[config.mk]
export PLATFORM = sky130hd
export DESIGN_NAME = shift_pipe
export DESIGN_NICKNAME = d
export VERILOG_FILES = /design/src/rtl/shift_pkg.sv /design/src/rtl/shift_pipe_stage.sv /design/src/rtl/shift_pipe.sv
export SDC_FILE = /design/constraint.sdc
export NUM_CORES = 1
export LEC_CHECK = 0
export CAP_MARGIN = 30
export CORE_ASPECT_RATIO = 1.25
export CORE_MARGIN = 5
export CORE_UTILIZATION = 54
export DETAILED_ROUTE_END_ITERATION = 10
export HOLD_SLACK_MARGIN = 0.02
export PLACE_DENSITY_LB_ADDON = 0.1
export SLEW_MARGIN = 10
export SYNTH_ARGS = -nofsm -noshare
export SYNTH_HDL_FRONTEND = slang
export SYNTH_SLANG_ARGS = --single-unit
[constraint.sdc]
create_clock -name clock -period 1.9 [get_ports clock]
set_input_delay 0.38 -clock clock [delete_from_list [all_inputs] [get_ports clock]]
set_output_delay 0.38 -clock clock [all_outputs]
set_load 0.1 [all_outputs]
[src/rtl/shift_pkg.sv]
// shift_pkg: op encoding shared by the shift pipeline and its stages
package shift_pkg;
  typedef enum logic [1:0] {
    SH_SLL = 2'b00,
    SH_SRL = 2'b01,
    SH_SRA = 2'b10,
    SH_ROR = 2'b11
  } sh_op_e;
endpackage

[src/rtl/shift_pipe_stage.sv]
// shift_pipe_stage: conditional shift by STEP for one log-step of the pipeline (carry with SHIFT_PIPE_STATUS_EN)
module shift_pipe_stage
  import shift_pkg::*;
#(
  parameter int WIDTH = 32,
  parameter int STEP = 1
) (
  input  logic             en,
  input  sh_op_e           op,
  input  logic             sign,
  input  logic [WIDTH-1:0] data,
  output logic [WIDTH-1:0] shifted
`ifdef SHIFT_PIPE_STATUS_EN
  ,
  input  logic             carry,
  output logic             carry_next
`endif
);
  logic [STEP-1:0] fill;
  logic [WIDTH-1:0] shl, shr;
  // right shifts differ only in what enters the vacated MSBs
  always_comb begin
    fill = op == SH_SRA ? {STEP{sign}} : op == SH_ROR ? data[STEP-1:0] : '0;
    shl = {data[WIDTH-STEP-1:0], {STEP{1'b0}}};
    shr = {fill, data[WIDTH-1:STEP]};
    shifted = !en ? data : op == SH_SLL ? shl : shr;
  end
`ifdef SHIFT_PIPE_STATUS_EN
  // last bit leaving this step; for ROR it lands in the result MSB
  always_comb carry_next = !en ? carry : op == SH_SLL ? data[WIDTH-STEP] : data[STEP-1];
`endif
endmodule

[src/rtl/shift_pipe.sv]
// shift_pipe: pipelined barrel shifter, one log-step per register, valid/ready with flush; SHIFT_PIPE_STATUS_EN adds out_zero/out_carry
module shift_pipe
  import shift_pkg::*;
#(
  parameter int WIDTH = 32,
  localparam int SHAMT_W = $clog2(WIDTH)
) (
  input  logic               clock,
  input  logic               reset_n,
  input  logic               flush,
  input  logic               in_valid,
  output logic               in_ready,
  input  logic [WIDTH-1:0]   in_data,
  input  logic [SHAMT_W-1:0] in_shamt,
  input  logic [1:0]         in_op,
  output logic               out_valid,
  input  logic               out_ready,
  output logic [WIDTH-1:0]   out_data
`ifdef SHIFT_PIPE_STATUS_EN
  ,
  output logic               out_zero,
  output logic               out_carry
`endif
);
  localparam int LAST = SHAMT_W - 1;
  typedef struct packed {
    logic [WIDTH-1:0]   data;
    logic [SHAMT_W-1:0] shamt;
    sh_op_e             op;
    logic               sign;
`ifdef SHIFT_PIPE_STATUS_EN
    logic               carry;
`endif
  } payload_t;
  payload_t src [SHAMT_W];
  payload_t nxt [SHAMT_W];
  payload_t p [SHAMT_W];
  logic [WIDTH-1:0] shifted [SHAMT_W];
  logic [SHAMT_W-1:0] v, ld, take;
`ifdef SHIFT_PIPE_STATUS_EN
  logic carry_next [SHAMT_W];
  logic zero;
`endif
  // stage k works on the operand or on register k-1; its result replaces data (and carry)
  always_comb begin
    src[0].data = in_data;
    src[0].shamt = in_shamt;
    src[0].op = sh_op_e'(in_op);
    src[0].sign = in_data[WIDTH-1];
`ifdef SHIFT_PIPE_STATUS_EN
    src[0].carry = 1'b0;
`endif
    for (int k = 1; k < SHAMT_W; k++) src[k] = p[k-1];
    for (int k = 0; k < SHAMT_W; k++) begin
      nxt[k] = src[k];
      nxt[k].data = shifted[k];
`ifdef SHIFT_PIPE_STATUS_EN
      nxt[k].carry = carry_next[k];
`endif
    end
  end
  for (genvar k = 0; k < SHAMT_W; k++) begin : g_stage
    shift_pipe_stage #(.WIDTH(WIDTH), .STEP(1 << k)) u_stage (
      .en(src[k].shamt[k]),
      .op(src[k].op),
      .sign(src[k].sign),
      .data(src[k].data),
      .shifted(shifted[k])
`ifdef SHIFT_PIPE_STATUS_EN
      ,
      .carry(src[k].carry),
      .carry_next(carry_next[k])
`endif
    );
  end
  // a stage loads when it, or any stage after it, has room, or the consumer drains the last one
  always_comb begin
    for (int k = 0; k < SHAMT_W; k++) ld[k] = out_ready || |((~v) >> k);
  end
  assign in_ready = ld[0] && !flush;
  assign take = {v[SHAMT_W-2:0], in_valid && in_ready};
  // advance valids and payloads; flush empties every stage, data is only loaded for real entries
  always_ff @(posedge clock or negedge reset_n) begin
    if (!reset_n) begin
      v <= '0;
      for (int k = 0; k < SHAMT_W; k++) p[k] <= '0;
`ifdef SHIFT_PIPE_STATUS_EN
      zero <= 1'b0;
`endif
    end else begin
      for (int k = 0; k < SHAMT_W; k++) begin
        v[k] <= !flush && (ld[k] ? take[k] : v[k]);
        if (ld[k] && take[k]) p[k] <= nxt[k];
      end
`ifdef SHIFT_PIPE_STATUS_EN
      if (ld[LAST] && take[LAST]) zero <= nxt[LAST].data == '0;
`endif
    end
  end
  assign out_valid = v[LAST];
  assign out_data = p[LAST].data;
`ifdef SHIFT_PIPE_STATUS_EN
  assign out_zero = zero;
  assign out_carry = p[LAST].carry;
`endif
endmodule

==> results of run 1 <==
## layer usage
metal / share of wire, % / vias up / global-route usage (%)
li1: - / 4111 / -
met1: 41 / 4218 / 28.7
met2: 52 / 205 / 41.4
met3: 3.2 / 58 / 3.65
met4: 3.7 / 0 / 10.3
met5: 0 / - / 0
## through the flow
| step | setup slack, ns | power (W) | util [%] |
|---|---|---|---|
| 6_report | -0.113 | 0.0190 | 66.6 |
| 5_1_grt | -0.141 | 0.0200 | 66.6 |
| 4_1_cts | -0.103 | 0.0191 | 66.6 |
| 3_5_place_dp | -0.267 | 0.0153 | 63.2 |
| 3_3_place_gp | -0.252 | 0.0152 | 63.2 |
| 2_1_floorplan | -0.129 | 0.0122 | - |
## worst reg2reg max path, delay by kind of cell (launching register included)
| family | cells | cell delay, ns |
|---|---|---|
| flip-flops | 1 | 0.49 |
| multiplexers | 1 | 0.35 |
| AO/OA/AOI/OAI | 1 | 0.33 |
| buffers and inverters | 3 | 0.44 |
| AND/OR/NAND/NOR | 1 | 0.24 |
## state kept, by name, summed over array words and instances (netlist names)
| name | count |
|---|---|
| nxt | 22 |
| out_data | 32 |
| p | 128 |
| v | 5 |
## power by group
group	internal (W)	switching, W
Combinational	0.00358	0.00463
Clock	0.00216	0.00156
Sequential	0.00536	0.00174
Total	0.0111	0.00792
## final cells by class
| cell class | count | area, um^2 |
|---|---|---|
| fillers | 1545 | 6460 |
| multi-input cells | 745 | 5450 |
| flip-flops and latches | 187 | 4690 |
| repair buffers | 143 | 1730 |
| clock buffers | 20 | 457 |
| well taps | 265 | 332 |
| clock inverters | 12 | 160 |
| inverters | 14 | 52.6 |
## worst paths after layout
check,from,to,slack [ns]
worst max register to register,v[4],p[190],-0.05
min in group asynchronous,reset_n,out_data[0],0.43
max in group asynchronous,reset_n,p[149],0.84
worst max-delay path,out_ready,in_ready,-0.11
worst min register to register,out_data[21],out_data[21],0.50
worst min-delay path,in_shamt[0],p[168],0.38
## what timing repair did
item / in CTS / in global routing
setup endpoints to repair: 1 / 41
pin swaps: 2 / 0
hold buffers: 1 / 0
buffers inserted: 5 / 0
resized for setup: 1 / 1
endpoints found under the hold margin: 38 / 0
## cell families (layout without fill, tap and decap cells)
logic type	Yosys count	count (layout)	share of synthesized area, %
AND/OR/NAND/NOR	210	210	11.7
flip-flops	187	187	44.2
multiplexers	122	122	13.3
XOR/XNOR	1	1	0.0828
AO/OA/AOI/OAI	412	412	25.6
buffers and inverters	133	189	5.08
## cells in the final DEF (no fill, tap or decap), types with 2 or more instances in the layout
master           count
a22oi_1             16
clkinv_2             2
nand3b_1             2
mux2i_1              4
mux2_4              25
o21a_1              13
clkinv_4             2
nand2_1             20
bufinv_16            3
o21ai_0            101
o211a_1              4
o211ai_1            35
nor2_1              91
a211oi_1            27
dfrtp_2              2
buf_4               55
nand2b_1             3
mux2_2              93
inv_1               13
o2bb2ai_1           36
o311a_1              2
a2bb2oi_1           10
clkdlybuf4s50_1     41
or3_1                2
buf_12              44
clkbuf_8             2
a31oi_1             81
o22ai_1              3
clkbuf_16           17
a21oi_1             52
nand3_1              2
inv_6                4
o221ai_1             8
dfrtp_1            184
a221oi_1            12
or3b_2              78
o31ai_1              8
==> impl_metrics.tcl, run 1 <==
set metrics [dict create \
    crit_fanout 4 \
    async_reset_ff_share_pct 100 \
    hpwl_um 19200 \
    clkTransAtPathRegs_ns 0.07 \
    portBuffers 77 \
    end_kind "primary output" \
    clock_sinks 187 \
    crit_type "in2out" \
    cp_top_family "buffers and inverters" \
    num-nets-final 1152 \
    die_h_um 166 \
    hold_violations 0 \
    areaGrowthSynthToFinish_pct 21.6 \
    die-width_um 135 \
    initial_utilization_pct 54.7 \
    gr-usage-all-layers_pct 23.6 \
    skew_ns 0.00636 \
    final_max_slew_viol_count 0 \
    setup_viol 39 \
    arrival_ns 1.63 \
    worst_slew_pin_slew_ns 0.634 \
    synth_common_cells "dfrtp_1, mux2_2, clkbuf_1" \
    synth_ff_type "dfrtp_1" \
    setup_tns_ns -1.53 \
    critPathLaunchType "primary input" \
    syn-cell-area_um2 10600 \
    finalInstanceArea_um2 12900 \
    yosys-top-cells-area "dfrtp_1, mux2_2, or3b_2" \
    fmax_ghz 0.497 \
    ys_ff_latch 187 \
    crit_cells 5 \
    synthMostInstantiatedCell "dfrtp_1" \
    via_count 8592 \
    setup_slack_ns -0.113 \
    path_buf_inv 2 \
    yosysSeqAreaShare_pct 44.2 \
    drc 0 \
    grt_setup_unrepaired "yes" \
    clk_path_buf_depth 2 \
    crit_path_max_incr_delay_ns 0.53 \
    postPlaceCellArea_um2 12200 \
    violations "setup timing" \
    grt_max_degree 63 \
    overflow 0 \
    crit_chain "clkdlybuf4s50_1 -> and4b_2 -> and3_4 -> nor2_4 -> buf_12" \
    required_ns 1.52 \
    dpl.cell_count 1349 \
    powerDensity_nw_per_um2 1480 \
    avgSynthCellArea_um2 9.93 \
    antenna_left 0 \
    synth_edf_count 0 \
    cts_htree_levels 4 \
    drt_iter0_drc 464 \
    ios 78 \
    power_leakage_nw 5.12 \
    grt_pass1_wl_um 43500 \
    wire_per_inst_um 18.7 \
    drive_gt1_share_pct 30.2 \
    ff2ff_path_depth 6 \
    drtPass1Iterations 4 \
    core_area_um2 19300 \
    crit_slowest_cell "clkdlybuf4s50_1" \
    syn-num-nets 1109 \
    cts_tree "done" \
    clkLatencyLatePin_ns 0.43 \
    antenna_found_initial 0 \
    cts_buffers 17 \
    cap_violations 0 \
    period_share_pct 106 \
    hold_path.class "in2reg" \
    synth_top_area_share_pct 44.2 \
    hold_ws_ns 0.384 \
    vias_per_cell 6.20 \
    vdd_drop_max_mv 0.770 \
    worstHoldPathCells 3 \
    num_antenna_cells 0 \
    num_rows 57 \
    clock-root-buffer "clkbuf_16" \
    status "finished with violations" \
    place_congestion 0.981 \
    ys_types 48 \
    syn_inst 1065 \
    dieArea_um2 22500 \
    final_cells 1386 \
    totalWireLength_um 26000 \
    min_period_ns 2.01 \
    yosys_warnings 0 \
    first_global_vias 8340 \
    relSlewSlack_pct 57.7 \
    synth_top_area_cell "dfrtp_1" \
]
Note: power is estimated with default switching activity, not from simulation.
==> inputs of run 2 (changes only) <==
--- a/config.mk
+++ b/config.mk
@@ -8,7 +8,7 @@
 export CAP_MARGIN = 30
 export CORE_ASPECT_RATIO = 1.25
 export CORE_MARGIN = 5
-export CORE_UTILIZATION = 54
+export CORE_UTILIZATION = 35
 export DETAILED_ROUTE_END_ITERATION = 10
 export HOLD_SLACK_MARGIN = 0.02
 export PLACE_DENSITY_LB_ADDON = 0.1
==> run 2 against run 1 <==
Compared with the run above:
- the flow still finishes with violations (setup timing)
- sequential power shrank 0.8%
- sequential share of layout area shrank 0.73 points
- flip-flop and latch count did not move
- combinational power grew 2.9%
- clock-buffer cell count down 1
- global-route usage decreased by 6.6 points
- utilization fell by 23 points
- worst setup slack better by 0.026 ns
- via count shrank 1.5%
- critical endpoint unchanged
- highest routed layer unchanged
==> impl_metrics.tcl, run 2 (same netlist as run 1, synthesis figures left out) <==
set metrics [dict create \
    status "finished with violations" \
    violations "setup timing" \
    overflow 0 \
    die-width_um 165 \
    setup_tns_ns -0.0869 \
    drc 0 \
    cts_htree_levels 4 \
    end_kind "primary output" \
    postPlaceCellArea_um2 12500 \
    hold_path.class "in2async" \
    r2r_slack_ns 0.04 \
    power_leakage_nw 5.14 \
    layout_common_cells "dfrtp_1, o21ai_0, mux2_2, nor2_1, a31oi_1" \
    finalInstanceArea_um2 13100 \
    grt_pass1_wl_um 46300 \
    regMostFlops "p" \
    setup_viol 1 \
    clkTransAtPathRegs_ns 0.07 \
    drtPass1Iterations 5 \
    min_period_ns 1.99 \
    num-nets-final 1152 \
    hold_violations 0 \
    pre_cts_ws_ns -0.260 \
    cts_tree "done" \
    final_max_slew_viol_count 0 \
    largest_register_ffs 128 \
    seq_area_um2 4680 \
    first_global_vias 8295 \
    period_share_pct 105 \
    fmax_ghz 0.503 \
    clk_path_buf_depth 2 \
    num_rows 71 \
    drt_iter0_drc 373 \
    multiInputGateArea_um2 5450 \
    worst_slew_pin_slew_ns 0.414 \
    relSlewSlack_pct 72.3 \
    critPathLaunchType "flip-flop" \
    cts_buffers 17 \
    skew_ns 0.0114 \
    powerDensity_nw_per_um2 1460 \
    power_w 0.0191 \
    grt_max_degree 66 \
    cap_violations 0 \
    wire_per_inst_um 18.8 \
    crit_type "reg2out" \
    totalWireLength_um 28600 \
    die_h_um 204 \
    grt_setup_unrepaired "yes" \
    dieArea_um2 33800 \
    layout_commonest_cell "dfrtp_1" \
    nFillCells 2917 \
    core_area_um2 29900 \
    arrival_ns 1.61 \
    crit_fanout 2 \
    gr-usage-all-layers_pct 17.0 \
    vdd_drop_max_mv 0.808 \
    antenna_found_initial 0 \
    hpwl_um 21300 \
    place_congestion 0.837 \
    clock-root-buffer "clkbuf_16" \
    portBuffers 77 \
    drive_gt1_share_pct 30.2 \
    clock_sinks 187 \
    antenna_left 0 \
    via_count 8461 \
    num_antenna_cells 0 \
    setup_slack_ns -0.0869 \
    clkLatencyLatePin_ns 0.44 \
    areaGrowthSynthToFinish_pct 24.1 \
    ios 78 \
    required_ns 1.52 \
    hold_ws_ns 0.367 \
    vias_per_cell 5.56 \
    initial_utilization_pct 35.3 \
]
run 2: worst paths after layout:
check | startpoint | end | depth (start not counted)
worst max register to register | v[4] | nxt[126] | 5
min in group clock | in_shamt[0] | p[168] | 3
worst min-delay path | reset_n | out_data[19] | 2
worst max-delay path | v[4] | in_ready | 4
worst min register to register | nxt[0] | nxt[0] | 1
max in group asynchronous | reset_n | p[73] | 3
run 2: cell type report:
class / count / area share (%)
clock buffer: 19 / 3.37
sequential: 187 / 35.7
inverter: 14 / 0.400
timing repair buffer: 143 / 14.0
clock inverter: 13 / 1.20
multi-input combinational: 745 / 41.5
tap: 401 / 3.82
run 2: where the power goes:
part | internal (W) | switching (W)
combinational | 0.00370 | 0.00474
clock | 0.00201 | 0.00163
sequential | 0.00536 | 0.00168
total | 0.0111 | 0.00806
run 2: what timing repair did:
action,in CTS,in global routing
gates resized for setup,1,0
buffers inserted,2,0
hold buffers,1,0
pin swaps,1,1
hold endpoints to repair,12,0
gates cloned,0,1
endpoints found under the setup margin,1,12
run 2: routing by layer:
metal  vias up  GRT usage (%)  part of all wire (%)
met2       162           30.6                    52
met4         0           5.45                   2.4
li1       4117              -                     -
met5         -              0                     0
met1      4147           21.0                    42
met3        35           2.12                   3.1
run 2: worst max-delay path, cell delays in order (launching register included):
cell     delay, ns
dfrtp_4       0.48
and4b_2       0.24
and3_4        0.19
nor2_4        0.09
buf_12        0.18
run 2: stage by stage:
step,cells,util (%)
floorplan,1065,-
global placement,1487,41.7
detailed placement,1487,41.7
CTS,1521,43.8
global route,1522,43.8
finish,1522,43.8
